## src/rtl/shared_mem_pkg.sv

```systemverilog
// Shared types and sizing helpers for the shared-memory read arbiter.
package shared_mem_pkg;

   typedef enum logic {
      INIT = 1'b0,
      RUN  = 1'b1
   } state_t;

   typedef enum logic {
      CL_A = 1'b0,
      CL_B = 1'b1
   } client_t;

   localparam int DEF_N      = 4;
   localparam int DEF_ADDR_W = 4;

   function automatic int depth_of(input int addr_w);
      return 1 << addr_w;
   endfunction

endpackage

```

## src/rtl/shared_mem_rf.sv

```systemverilog
// DEPTH x N 1R1W register file with a registered read port; the write port is
// shared between the init sweep and the client write path.
module shared_mem_rf
   import shared_mem_pkg::*;
#(
   parameter int          N        = DEF_N,
   parameter int          ADDR_W   = DEF_ADDR_W,
   parameter logic [N-1:0] INIT_VAL = '0
) (
   input  logic              clk,
   input  logic              rst,
   input  logic              i_init_active,
   input  logic [ADDR_W-1:0] i_init_addr,
   input  logic              i_cl_we,
   input  logic [ADDR_W-1:0] i_cl_addr,
   input  logic [N-1:0]      i_cl_data,
   input  logic              i_re,
   input  logic [ADDR_W-1:0] i_raddr,
   output logic [N-1:0]      o_rdata
);

   localparam int DEPTH = depth_of(ADDR_W);

   logic [N-1:0]      r_mem [DEPTH];
   logic [N-1:0]      r_rdata;
   logic              w_we;
   logic [ADDR_W-1:0] w_waddr;
   logic [N-1:0]      w_wdata;

   // The sweep owns the write port outright while it runs.
   assign w_we    = i_init_active | i_cl_we;
   assign w_waddr = i_init_active ? i_init_addr : i_cl_addr;
   assign w_wdata = i_init_active ? INIT_VAL : i_cl_data;

   always_ff @(posedge clk) begin
      if (w_we) begin
         r_mem[w_waddr] <= w_wdata;
      end
   end

   // Read samples the array before this edge's write lands: old data on collision.
   always_ff @(posedge clk or posedge rst) begin
      if (rst) begin
         r_rdata <= '0;
      end else if (i_re) begin
         r_rdata <= r_mem[i_raddr];
      end
   end

   assign o_rdata = r_rdata;

endmodule

```

## src/rtl/shared_mem_arbiter.sv

```systemverilog
// Round-robin arbiter sharing one register-file read port between clients A and B,
// with a post-reset sweep that clears the table before anyone is served.
//
//   state | meaning
//   INIT  | writing INIT_VAL to entry r_initPtr, all readies low
//   RUN   | write port open, one read grant per cycle by round robin
module shared_mem_arbiter
   import shared_mem_pkg::*;
#(
   parameter int           N        = DEF_N,
   parameter int           ADDR_W   = DEF_ADDR_W,
   parameter logic [N-1:0] INIT_VAL = '0
) (
   input  logic              clk,
   input  logic              rst,
   input  logic              IN_rdA_valid,
   input  logic [ADDR_W-1:0] IN_rdA_addr,
   output logic              OUT_rdA_ready,
   output logic              OUT_rdA_rspValid,
   output logic [N-1:0]      OUT_rdA_data,
   input  logic              IN_rdB_valid,
   input  logic [ADDR_W-1:0] IN_rdB_addr,
   output logic              OUT_rdB_ready,
   output logic              OUT_rdB_rspValid,
   output logic [N-1:0]      OUT_rdB_data,
   input  logic              IN_wr_valid,
   input  logic [ADDR_W-1:0] IN_wr_addr,
   input  logic [N-1:0]      IN_wr_data,
   output logic              OUT_wr_ready,
   output logic              OUT_initDone
);

   localparam int DEPTH = depth_of(ADDR_W);
   localparam logic [ADDR_W:0] LAST_PTR = (ADDR_W+1)'(DEPTH - 1);

   state_t          r_state;
   logic [ADDR_W:0] r_initPtr;
   logic            r_initDone;
   client_t         r_rr;
   logic            r_rspA;
   logic            r_rspB;
   logic [N-1:0]    r_holdA;
   logic [N-1:0]    r_holdB;

   logic              w_run;
   logic              w_grantA;
   logic              w_grantB;
   logic [ADDR_W-1:0] w_raddr;
   logic [N-1:0]      w_rdata;

   assign w_run    = (r_state == RUN);
   assign w_grantA = w_run & IN_rdA_valid & (~IN_rdB_valid | (r_rr == CL_A));
   assign w_grantB = w_run & IN_rdB_valid & (~IN_rdA_valid | (r_rr == CL_B));
   assign w_raddr  = w_grantB ? IN_rdB_addr : IN_rdA_addr;

   shared_mem_rf #(
      .N        (N),
      .ADDR_W   (ADDR_W),
      .INIT_VAL (INIT_VAL)
   ) u_rf (
      .clk           (clk),
      .rst           (rst),
      .i_init_active (~w_run),
      .i_init_addr   (r_initPtr[ADDR_W-1:0]),
      .i_cl_we       (w_run & IN_wr_valid),
      .i_cl_addr     (IN_wr_addr),
      .i_cl_data     (IN_wr_data),
      .i_re          (w_grantA | w_grantB),
      .i_raddr       (w_raddr),
      .o_rdata       (w_rdata)
   );

   always_ff @(posedge clk or posedge rst) begin
      if (rst) begin
         r_state    <= INIT;
         r_initPtr  <= '0;
         r_initDone <= 1'b0;
         r_rr       <= CL_A;
         r_rspA     <= 1'b0;
         r_rspB     <= 1'b0;
         r_holdA    <= '0;
         r_holdB    <= '0;
      end else begin
         r_rspA <= w_grantA;
         r_rspB <= w_grantB;
         // Capture the delivered word so each client's data holds between pulses.
         if (r_rspA) begin
            r_holdA <= w_rdata;
         end
         if (r_rspB) begin
            r_holdB <= w_rdata;
         end
         case (r_state)
            INIT: begin
               r_initPtr <= r_initPtr + 1'b1;
               if (r_initPtr == LAST_PTR) begin
                  r_state    <= RUN;
                  r_initDone <= 1'b1;
               end
            end
            RUN: begin
               if (w_grantA) begin
                  r_rr <= CL_B;
               end else if (w_grantB) begin
                  r_rr <= CL_A;
               end
            end
            default: r_state <= INIT;
         endcase
      end
   end

   assign OUT_rdA_ready    = w_grantA;
   assign OUT_rdB_ready    = w_grantB;
   assign OUT_wr_ready     = w_run;
   assign OUT_initDone     = r_initDone;
   assign OUT_rdA_rspValid = r_rspA;
   assign OUT_rdB_rspValid = r_rspB;
   assign OUT_rdA_data     = r_rspA ? w_rdata : r_holdA;
   assign OUT_rdB_data     = r_rspB ? w_rdata : r_holdB;

endmodule

```

## config.mk

```make
export PLATFORM = sky130hd
export DESIGN_NAME = shared_mem_arbiter
export DESIGN_NICKNAME = d
export VERILOG_FILES = /design/src/rtl/shared_mem_pkg.sv /design/src/rtl/shared_mem_rf.sv /design/src/rtl/shared_mem_arbiter.sv
export SDC_FILE = /design/constraint.sdc
export NUM_CORES = 1
export LEC_CHECK = 0
export CAP_MARGIN = 40
export CORE_AREA = 2 2 105 107
export CTS_CLUSTER_DIAMETER = 30
export DETAILED_ROUTE_END_ITERATION = 10
export DIE_AREA = 0 0 107 109
export PLACE_DENSITY = 0.55
export SYNTH_ARGS = -nofsm -noshare
export SYNTH_HDL_FRONTEND = slang
export SYNTH_HIERARCHICAL = 1
export SYNTH_SLANG_ARGS = --single-unit
```

## constraint.sdc

```tcl
create_clock -name clk -period 4.3 [get_ports clk]
set_input_delay 0.86 -clock clk [delete_from_list [all_inputs] [get_ports clk]]
set_output_delay 0.86 -clock clk [all_outputs]
set_load 0.02 [all_outputs]
```

==> reports/metrics.csv <==
metric;value;unit
hold_viol_final;0;
total_power;1.71;mW
numCtsBuffers;9;
fmax;312;MHz
timing.rr.start;OUT_wr_ready;
clock-sinks;86;
cpPeakStageDelay;0.64;ns
grt_pass1_vias;1910;
clkPwrFrac;0.295;
power_frac_comb;0.150;
row_count;38;
yosysSeqAreaShare;0.680;
cp.arrival;3.43;ns
synth_commonest_cells;edfxtp_1, dfrtp_1, nor2_1, mux2_2, mux4_1;
place_hpwl;5020;µm
holdPathStages;1;
swShare;0.237;
yosys_warnings;6;
clkTransAtPathRegs;0.08;ns
netlist_area;3640;µm²
place_area;4130;µm²
core;10600;µm²
grt_first_pass_wirelength;10900;µm
crit_path_start_kind;primary input;
die_area;11700;µm²
clock_latency;0.35;ns
cts_setup_buffers;0;
max_cap_violations;0;
wire_per_inst;17.5;µm
worstMarginPinSlew;0.712;ns
async_reset_ff_frac;0.256;
vdd_drop_max;0.000176;V
synthFlopType;edfxtp_1;
path_cells;clkdlybuf4s50_1 > nand2_2 > a21oi_4 > mux2_2 > mux4_1 > mux2i_1 > mux2i_1 > mux2_2;
cts_max_level;3;
rrSetupSlack;1.56;ns
grt_max_degree;26;
timing.final.crit_share;0.745;
hold_class;reg -> reg;
grt_usage;0.131;
die_height;109;µm
synth.most_common_cell;edfxtp_1;
cp-end-kind;flop;
overflow;0;
post-route-cell-area;4300;µm²
die_width;107;µm
area_growth;18.4;%
p_per_area;398;nW/µm²
route.detailed.drc;0;
cts_tree;yes;
synth_area_leaders;edfxtp_1, dfrtp_1, mux4_1;
r2r-end;u_rf/o_rdata[3];
cts-root-buf;clkbuf_8;
ctsResizeCount;0;
fin_crit;3.20;ns
nets;271;
ys_ff_latch;86;
hold_buffers;0;
viasPerCell;4.70;
setup_violations;0;
yosysTopAreaCellShare;0.529;
critPathMaxFanout;16;
synth.avg_cell_area;17.7;µm²
cp_data_required_time;4.53;ns
min-delay-start;OUT_initDone;
first_iter_violations;110;
fin_cells;393;
relSlewSlack;0.525;
tns;0;ns
synth_top_area_cell;edfxtp_1;
grt_setup_unrepaired;no;
power_switching;0.405;mW
p_seq_frac;0.554;
ant_nets;0;
cts_max_path_buffers;2;
synth_cell_types;33;
internal_power;1.31;mW
io_pins;35;
r2r.worst_path.cells;7;
cp_slowest_cell;mux4_1;
synth_edf_count;64;
firstDrtPassIters;4;
drv_slew;0;
syn_inst;206;
port_buffers;34;
wl;6870;µm
drive_above_1_share;0.158;
p_leak;1.54;nW
place_congestion;0.701;
vias;1847;
status;completed;
start_util;0.343;
synth_nets;229;
diodes;0;
crit_type;in -> reg;
antenna_found_initial;0;
dp.cells;377;
clock_skew;0.00865;ns
min_to;OUT_initDone;
flip-flops by register name, indices dropped and copies added (netlist names):
signal            count
r_holdA               4
r_holdB               4
OUT_rdB_rspValid      1
u_rf/o_rdata          4
OUT_wr_ready          1
u_rf/r_mem           64
OUT_initDone          1
OUT_rdA_rspValid      1
r_initPtr             5
r_rr                  1
worst max-delay path by stage:
stage,startpoint,to,slack [ns]
floorplan,IN_rdB_valid,u_rf/o_rdata[0],1.46
finish,IN_rdB_valid,u_rf/o_rdata[3],1.10
global placement,IN_rdB_valid,u_rf/o_rdata[1],0.75
global route,IN_rdB_valid,u_rf/o_rdata[3],0.92
detailed placement,IN_rdB_valid,u_rf/o_rdata[3],0.70
CTS,IN_rdB_valid,u_rf/o_rdata[1],1.05
layout by cell type, fill, tap and decap left out, drive strengths merged:
cell type and instances:
edfxtp 64, clkdlybuf4s50 34, dfrtp 22, nor2 22
mux2 17, mux4 16, mux2i 13, clkbuf 13
inv 8, nand2 8, nor2b 4, a21oi 4
buf 4, xnor2 3, a31oi 3, ha 2
clkinv 2, o32a 2, a21o 1, and2 1
and3 1, or2 1, nand4 1, o21ai 1
clkinvlp 1, nor3 1, nor4bb 1, nor3b 1
a32oi 1, nor4b 1
cells by family after synthesis:
family,count (synthesis),share of synthesized area
adder cells (fa/ha/maj),2,0.00688
flip-flops,86,0.680
buffers and inverters,15,0.0244
AND/OR/NAND/NOR,42,0.0544
multiplexers,46,0.202
AO/OA/AOI/OAI,12,0.0251
XOR/XNOR,3,0.00723
power by group through the flow:
stage | clock network, mW | logic (mW) | registers [mW]
3_3_place_gp | 0 | 0.256 | 0.969
6_report | 0.506 | 0.258 | 0.950
3_5_place_dp | 0 | 0.262 | 0.969
5_1_grt | 0.565 | 0.280 | 0.955
4_1_cts | 0.527 | 0.263 | 0.950
2_1_floorplan | 0 | 0.161 | 0.962
critical path, delay by kind of cell:
kind	cells	cell delay, ns
AO/OA/AOI/OAI	1	0.23
multiplexers	5	1.73
buffers and inverters	1	0.51
AND/OR/NAND/NOR	1	0.09
through the flow:
| step | hold slack (ns) | util | setup WS (ns) |
|---|---|---|---|
| global placement | 0.440 | 0.386 | 0.751 |
| CTS | 0.470 | 0.406 | 1.05 |
| finish | 0.468 | 0.406 | 1.10 |
| global route | 0.495 | 0.406 | 0.922 |
| detailed placement | 0.444 | 0.389 | 0.698 |
| floorplan | 0.479 | - | 1.46 |
layer usage:
| layer | track usage | routed length, µm | up-vias |
|---|---|---|---|
| li1 | - | - | 886 |
| met1 | 0.168 | 3220 | 915 |
| met2 | 0.211 | 3320 | 37 |
| met3 | 0.0353 | 218 | 9 |
| met4 | 0.0529 | 110 | 0 |
| met5 | 0 | 0 | - |
layout make-up:
type | instances | area, µm²
clock inverter | 3 | 17.5
tap | 140 | 175
sequential | 86 | 2470
timing repair buffer | 38 | 374
inverter | 8 | 30.0
fill | 961 | 6300
clock buffer | 13 | 160
multi-input combinational | 105 | 1070
(Power assumes the default switching activity.)
